==> src/rtl/led_fade_pwm.sv <==
// rtl/led_fade_pwm.sv - per-channel PWM LED driver with stepped afterglow decay
// Optional quadratic brightness curve: define LED_FADE_PWM_GAMMA_EN.
module led_fade_pwm #(
    parameter int CH         = 4,
    parameter int PWM_BITS   = 8,
    parameter int DECAY_W    = 16,
    parameter int DECAY_STEP = 16
) (
    input  logic          CLK,
    input  logic          RST,
    input  logic [CH-1:0] LED_IN,
    output logic [CH-1:0] LED_OUT
);

    localparam logic [PWM_BITS-1:0] MAX      = {PWM_BITS{1'b1}};
    localparam logic [PWM_BITS-1:0] STEP     = PWM_BITS'(DECAY_STEP);
    localparam logic [PWM_BITS-1:0] PWM_ONE  = PWM_BITS'(1);
    localparam logic [DECAY_W-1:0]  DEC_ONE  = DECAY_W'(1);

    logic [CH-1:0]       in_q, in_d;
    logic [PWM_BITS-1:0] pwm_cnt_q, pwm_cnt_d;
    logic [DECAY_W-1:0]  dec_cnt_q, dec_cnt_d;
    logic [PWM_BITS-1:0] level_q [CH];
    logic [PWM_BITS-1:0] level_d [CH];
    logic [PWM_BITS-1:0] lvl_eff [CH];
    logic [CH-1:0]       led_out_q, led_out_d;
    logic                tick;

    assign tick    = &dec_cnt_q;
    assign LED_OUT = led_out_q;

    always_comb begin
        in_d      = LED_IN;
        pwm_cnt_d = pwm_cnt_q + PWM_ONE;
        dec_cnt_d = dec_cnt_q + DEC_ONE;
        for (int i = 0; i < CH; i++) begin
            // A commanded-on channel always snaps back to full, even on a decay tick.
            if (in_q[i]) begin
                level_d[i] = MAX;
            end else if (tick) begin
                level_d[i] = (level_q[i] > STEP) ? level_q[i] - STEP : '0;
            end else begin
                level_d[i] = level_q[i];
            end
        end
    end

    always_comb begin
        for (int i = 0; i < CH; i++) begin
`ifdef LED_FADE_PWM_GAMMA_EN
            lvl_eff[i] = PWM_BITS'(({{PWM_BITS{1'b0}}, level_q[i]} *
                                    {{PWM_BITS{1'b0}}, level_q[i]}) >> PWM_BITS);
`else
            lvl_eff[i] = level_q[i];
`endif
        end
    end

    always_comb begin
        led_out_d = '0;
        for (int i = 0; i < CH; i++) begin
            led_out_d[i] = (pwm_cnt_q < lvl_eff[i]);
        end
    end

    always_ff @(posedge CLK) begin
        if (!RST) begin
            in_q      <= '0;
            pwm_cnt_q <= '0;
            dec_cnt_q <= '0;
            led_out_q <= '0;
            for (int i = 0; i < CH; i++) begin
                level_q[i] <= '0;
            end
        end else begin
            in_q      <= in_d;
            pwm_cnt_q <= pwm_cnt_d;
            dec_cnt_q <= dec_cnt_d;
            led_out_q <= led_out_d;
            for (int i = 0; i < CH; i++) begin
                level_q[i] <= level_d[i];
            end
        end
    end

endmodule

==> config.mk <==
export PLATFORM = sky130hd
export DESIGN_NAME = led_fade_pwm
export DESIGN_NICKNAME = d
export VERILOG_FILES = /design/src/rtl/led_fade_pwm.sv
export SDC_FILE = /design/constraint.sdc
export NUM_CORES = 1
export LEC_CHECK = 0
export ABC_CLOCK_PERIOD_IN_PS = 2350
export CORE_ASPECT_RATIO = 1.2
export CORE_MARGIN = 4
export CORE_UTILIZATION = 55
export DETAILED_ROUTE_END_ITERATION = 7
export PLACE_DENSITY = 0.75
export SLEW_MARGIN = 0
export SYNTH_ARGS = -nofsm -noshare
export SYNTH_HDL_FRONTEND = slang
export SYNTH_SLANG_ARGS = --single-unit
==> constraint.sdc <==
create_clock -name CLK -period 2.35 [get_ports CLK]
set_clock_uncertainty 0.05 [all_clocks]
set_input_delay 0.47 -clock CLK [delete_from_list [all_inputs] [get_ports CLK]]
set_output_delay 0.47 -clock CLK [all_outputs]
set_load 0.03 [all_outputs]
# [Word-level counts from Yosys, hierarchy flattened]
# Memory sizes are Yosys's and may differ from the RTL's.
# Index checks and enable logic that the tools add are counted.
[word_totals] ram_bits=32 memories=1 input_bits=6 ff_bits=32 out_inout_bits=4 wordCells=42
[op_classes] n_addsub=6 n_bitwise=4 reduce_logical=1 muxes=18 magnitude_cmp=8
[memory_table] name="level_q" depth=4 word_bits=8 read_ports=4 rd_clocked_by_memory_dff=0 wr=4 line_no="23" text="logic [PWM_BITS-1:0] level_q [CH];"
[op_table] cell="$mux W8" count=16
[op_table] cell="$gt A8 B5 Y1 const B" count=4
[op_table] cell="$lt A8 B8 Y1" count=4
[op_table] cell="$sub A8 B5 Y8 const B" count=4
[op_table] cell="$add A16 B1 Y16 const B" count=1
[op_table] cell="$reduce_and A16 Y1" count=1
[op_table] cell="$add A8 B1 Y8 const B" count=1
[op_table] cell="$or A1 B1 Y1" count=4
[op_table] cell="$mux W1" count=2

# [Depth between registers and ports, before layout]
[logic_depth] depth_word=5 mapped_depth=7 depth_no_buf=6

# [Worst setup path before layout]
# Ideal clock, no wire load.
[synth_timing] path_kind="register to register" start="register dec_cnt_q[0]" end="memory level_q[0][4]" slack_ns=0.380 t_arrival_ns=1.798 required_time_ns=2.178 setup_time_ns=0.122 path_buffers=2 stages_incl_launch_ff=7 synth_period_minus_slack_ns=1.970 cell_sequence="dfxtp_1 > ha_1 > nand4_4 > or4_1 > buf_6 > buf_8 > o311a_1"
[synth_lines] item="start: declaration" line_no="22" text="logic [DECAY_W-1:0] dec_cnt_q, dec_cnt_d;"
[synth_lines] item="start signal: assignment" line_no="78" text="dec_cnt_q <= dec_cnt_d;"
[synth_lines] item="end: declaration" line_no="23"

==> results.toml <==
[power]
clkPwrFrac_pct = 29.1
vdd_drop_max_mv = 0.288
p_leak_nw = 1.43
power_per_cell_area_mw_per_mm2 = 547
share_comb_of_total_power_pct = 15.7
power_report.internal_total_mw = 1.31
switchingPower_mw = 0.452
portion_of_total_power_attributed_to_sequential_cells_pct = 55.2
sw_frac_of_total_pct = 25.7
power_mw = 1.76

[yosys]
syn-num-nets = 360
share_of_the_synthesized_area_in_compound_gates_ao_oa_aoi_oai_pct = 17.3
share_of_async_settable_or_async_resettable_flops_after_synthesis_pct = 0
ys_seq_area_share_pct = 34.9
synth.area.mux_share_pct = 0.336
syn-cell-area_sq_mm = 0.00298
synthAdderAreaFrac_pct = 16.0
ys_types = 40
largest_family_of_logic_cells_by_synthesized_area = "simple AND/OR/NAND/NOR gates"
postSynth.topFlopCell = "sky130_fd_sc_hd__dfxtp_1"
yosys_register_bits = 52
synthesized_netlist_cell_count = 316
synth_xor_area_share_pct = 5.29
warning_count_from_the_yosys_run = 0
post_synthesis_share_of_cell_area_spent_on_and_or_nand_and_nor_gates_pct = 21.5
syn_avg_cell_area_sq_um = 9.43
synth_enable_flop_cells = 0

[route]
drt_wl_cell_microns = 13.8
postRouteWirelength_mm = 5.40
routed-via-count = 2211
drt_iter0_markers = 102
antenna_left = 0
route.detailed.vias_per_inst = 5.67
dr.pass1.iters = 4
remaining_drcs = 0

[final_layout]
nets_final = 371
flow.area_growth_from_synthesis_pct = 7.93
finish.utilization_pct = 61.1
area_used_by_multi_input_combinational_logic_sq_mm = 0.00180
finalInstanceArea_sq_mm = 0.00322
nFillCells = 482
layout_cells_sized_above_1_pct = 4.57
sequential_cell_area_sq_mm = 0.00104
antenna-diode-count = 0

[setup_path]
setup.worst_path.class = "reg2reg"
cp-end-kind = "register"
worst_ep_required_time_ns = 2.48
worst-path-max-fanout = 19
setup.worst_path.start_class = "register"
worst-endpoint-arrival_ns = 2.26

[global_routing]
grt_pass1_wl_mm = 9.42
global_route.overflow_total = 0
grt_pass1_vias = 2188
groute.usage.overall_pct = 18.3
maximum_number_of_pins_on_one_net_before_global_route_repair = 54
antenna_violations_before_repair = 0

[timing]
final.setup.worst_slack_ns = 0.224
hold_violations_final = 0
fin_setup_tns_ns = 0
finalSetupViolCount = 0
tightest_slew_ns = 0.357
period_needed_ns = 2.13
grt_setup_unrepaired = "false"
fin_crit_sh_pct = 90.5
achievable-frequency_mhz = 470
slew_viol_final = 0
max_slew_margin_pct = 76.0

[clocking]
number_of_clock_buffers_inserted_by_tritoncts = 5
post-cts-setup-buffer-count = 0
root_buffer = "sky130_fd_sc_hd__clkbuf_8"
tritoncts_clock_tree = "done"
clock_sinks = 52
cts_repair_resized_insts = 0
cts_h_tree_depth = 2
clock_insertion_delay_at_the_later_pin_of_the_skew_report_ns = 0.30
hold_buffers = 0
cts_clk_pin_slew_worst_paths_ns = 0.09
ctsLongestPathBuffers = 2

[placed_design]
hpwlAfterDp_mm = 3.82
pre_cts_slack_ns = 0.224
port-buffer-count = 9
globalplace.congestion = 0.786
dpl-instance-area_sq_mm = 0.00313

[die]
design.core.area_sq_mm = 0.00526
die_h_microns = 88.6
rows = 29
io-pin-count = 10
chipWidth_microns = 75.2
initial_core_util_pct = 56.6
dieArea_sq_mm = 0.00667

[min_path]
worst_hold_path_type = "reg2reg"

[outcome]
status = "completed"

[flow_run]
maxCapViolations = 0
power by group through the flow:
| stage | Clock (mW) | Sequential (mW) | Combinational (mW) |
|---|---|---|---|
| finish | 0.511 | 0.971 | 0.277 |
| global route | 0.569 | 0.978 | 0.318 |
| CTS | 0.537 | 0.971 | 0.282 |
| detailed placement | 0 | 0.992 | 0.280 |
| global placement | 0 | 0.990 | 0.271 |
| floorplan | 0 | 0.996 | 0.196 |
metal layers:
layer  global-route usage (%)  wire (microns)  vias up  part of all wire [%]
met3                     3.30             127        7                   2.4
met4                     6.84              83        0                   1.5
met1                     19.9            2370     1031                    44
met5                        0               0        -                     0
met2                     34.3            2820       17                    52
li1                         -               -     1156                     -
final timing paths:
| path | from | to | slack (ns) | cells after the start |
|---|---|---|---|---|
| min | dec_cnt_q[0] | dec_cnt_q[0] | 0.43 | 1 |
| max | dec_cnt_q[0] | level_q[0][7] | 0.22 | 6 |
| min reg2reg | dec_cnt_q[0] | dec_cnt_q[0] | 0.43 | 1 |
| max reg2reg | dec_cnt_q[0] | level_q[0][7] | 0.22 | 6 |
cell families after synthesis:
| kind of cell | count (synthesis) |
|---|---|
| and+or+nand+nor | 110 |
| AOI/OAI and AO/OA | 67 |
| DFF | 52 |
| adders and majority gates | 38 |
| buffers and inverters | 30 |
| xor gates and xnor gates | 18 |
| muxes | 1 |
cell usage after synthesis (all sizes together), types with 5 or more instances:
cell,instances,area [sq um]
nor4,5,37.5
nor2b,6,37.5
o21ai,5,25.0
o31a,7,61.3
inv,22,82.6
xnor2,10,87.6
a21boi,5,37.5
clkbuf,5,18.8
or4,5,37.5
ha,38,475
nand3,9,45.0
o21a,9,67.6
xor2,8,70.1
nand2b,9,56.3
nand2,13,48.8
a21oi,12,60.1
dfxtp,52,1040
nor2,13,48.8
nor3,14,70.1
and2,24,150
or3,5,31.3
area by class of cell:
class / instances / share of cell area, %
Multi-Input combinational cell: 234 / 56.0
Inverter: 22 / 2.57
Clock buffer: 8 / 2.80
Sequential cell: 52 / 32.4
Tap cell: 62 / 2.41
Timing Repair Buffer: 12 / 3.89
metrics by stage:
step	hold WS (ns)	instances
floorplan	0.387	316
global placement	0.403	382
detailed placement	0.413	382
CTS	0.428	390
global route	0.457	390
finish	0.427	390
sequential cells by signal, summed over array words and instances (netlist names):
register and cells:
level_q 20, dec_cnt_q 16, pwm_cnt_q 8, LED_OUT 4, in_q 4
critical path, cell delays in order, from the launching register on:
cell	delay, ns
sky130_fd_sc_hd__dfxtp_1	0.38
sky130_fd_sc_hd__ha_1	0.28
sky130_fd_sc_hd__nand4_4	0.14
sky130_fd_sc_hd__or4_1	0.53
sky130_fd_sc_hd__buf_4	0.22
sky130_fd_sc_hd__o41ai_1	0.26
sky130_fd_sc_hd__a21boi_0	0.14
placed cells by master (no fill, tap or decap), types with 2 or more instances in the layout:
cell type / Yosys / layout
sky130_fd_sc_hd__a21oi_1: 12 / 12
sky130_fd_sc_hd__nand4_4: 2 / 2
sky130_fd_sc_hd__o22ai_1: 4 / 4
sky130_fd_sc_hd__nor4_1: 4 / 4
sky130_fd_sc_hd__a211o_1: 4 / 4
sky130_fd_sc_hd__a21o_1: 4 / 4
sky130_fd_sc_hd__nor2_1: 13 / 13
sky130_fd_sc_hd__nor2b_1: 6 / 6
sky130_fd_sc_hd__o211a_1: 4 / 4
sky130_fd_sc_hd__nand3_1: 9 / 9
sky130_fd_sc_hd__xor2_1: 8 / 8
sky130_fd_sc_hd__nand4_1: 2 / 2
sky130_fd_sc_hd__or3_1: 5 / 5
sky130_fd_sc_hd__buf_4: 0 / 2
sky130_fd_sc_hd__o311a_1: 4 / 4
sky130_fd_sc_hd__or4_1: 5 / 5
sky130_fd_sc_hd__and3_1: 2 / 2
sky130_fd_sc_hd__nor3_1: 14 / 14
sky130_fd_sc_hd__o21a_1: 9 / 9
sky130_fd_sc_hd__clkbuf_1: 5 / 2
sky130_fd_sc_hd__o41ai_2: 2 / 2
sky130_fd_sc_hd__ha_1: 38 / 38
sky130_fd_sc_hd__xnor2_1: 10 / 10
sky130_fd_sc_hd__nand2b_1: 9 / 9
sky130_fd_sc_hd__o21ai_1: 4 / 4
sky130_fd_sc_hd__a21boi_1: 2 / 2
sky130_fd_sc_hd__dfxtp_1: 52 / 52
sky130_fd_sc_hd__clkbuf_8: 0 / 6
sky130_fd_sc_hd__o31a_1: 7 / 7
sky130_fd_sc_hd__clkdlybuf4s50_1: 0 / 9
sky130_fd_sc_hd__o41ai_1: 2 / 2
sky130_fd_sc_hd__a221oi_1: 4 / 4
sky130_fd_sc_hd__a21boi_0: 3 / 3
sky130_fd_sc_hd__inv_1: 22 / 22
sky130_fd_sc_hd__and2_1: 24 / 24
sky130_fd_sc_hd__nand2_1: 13 / 13
No activity file was read; power rests on OpenSTA's default activity.
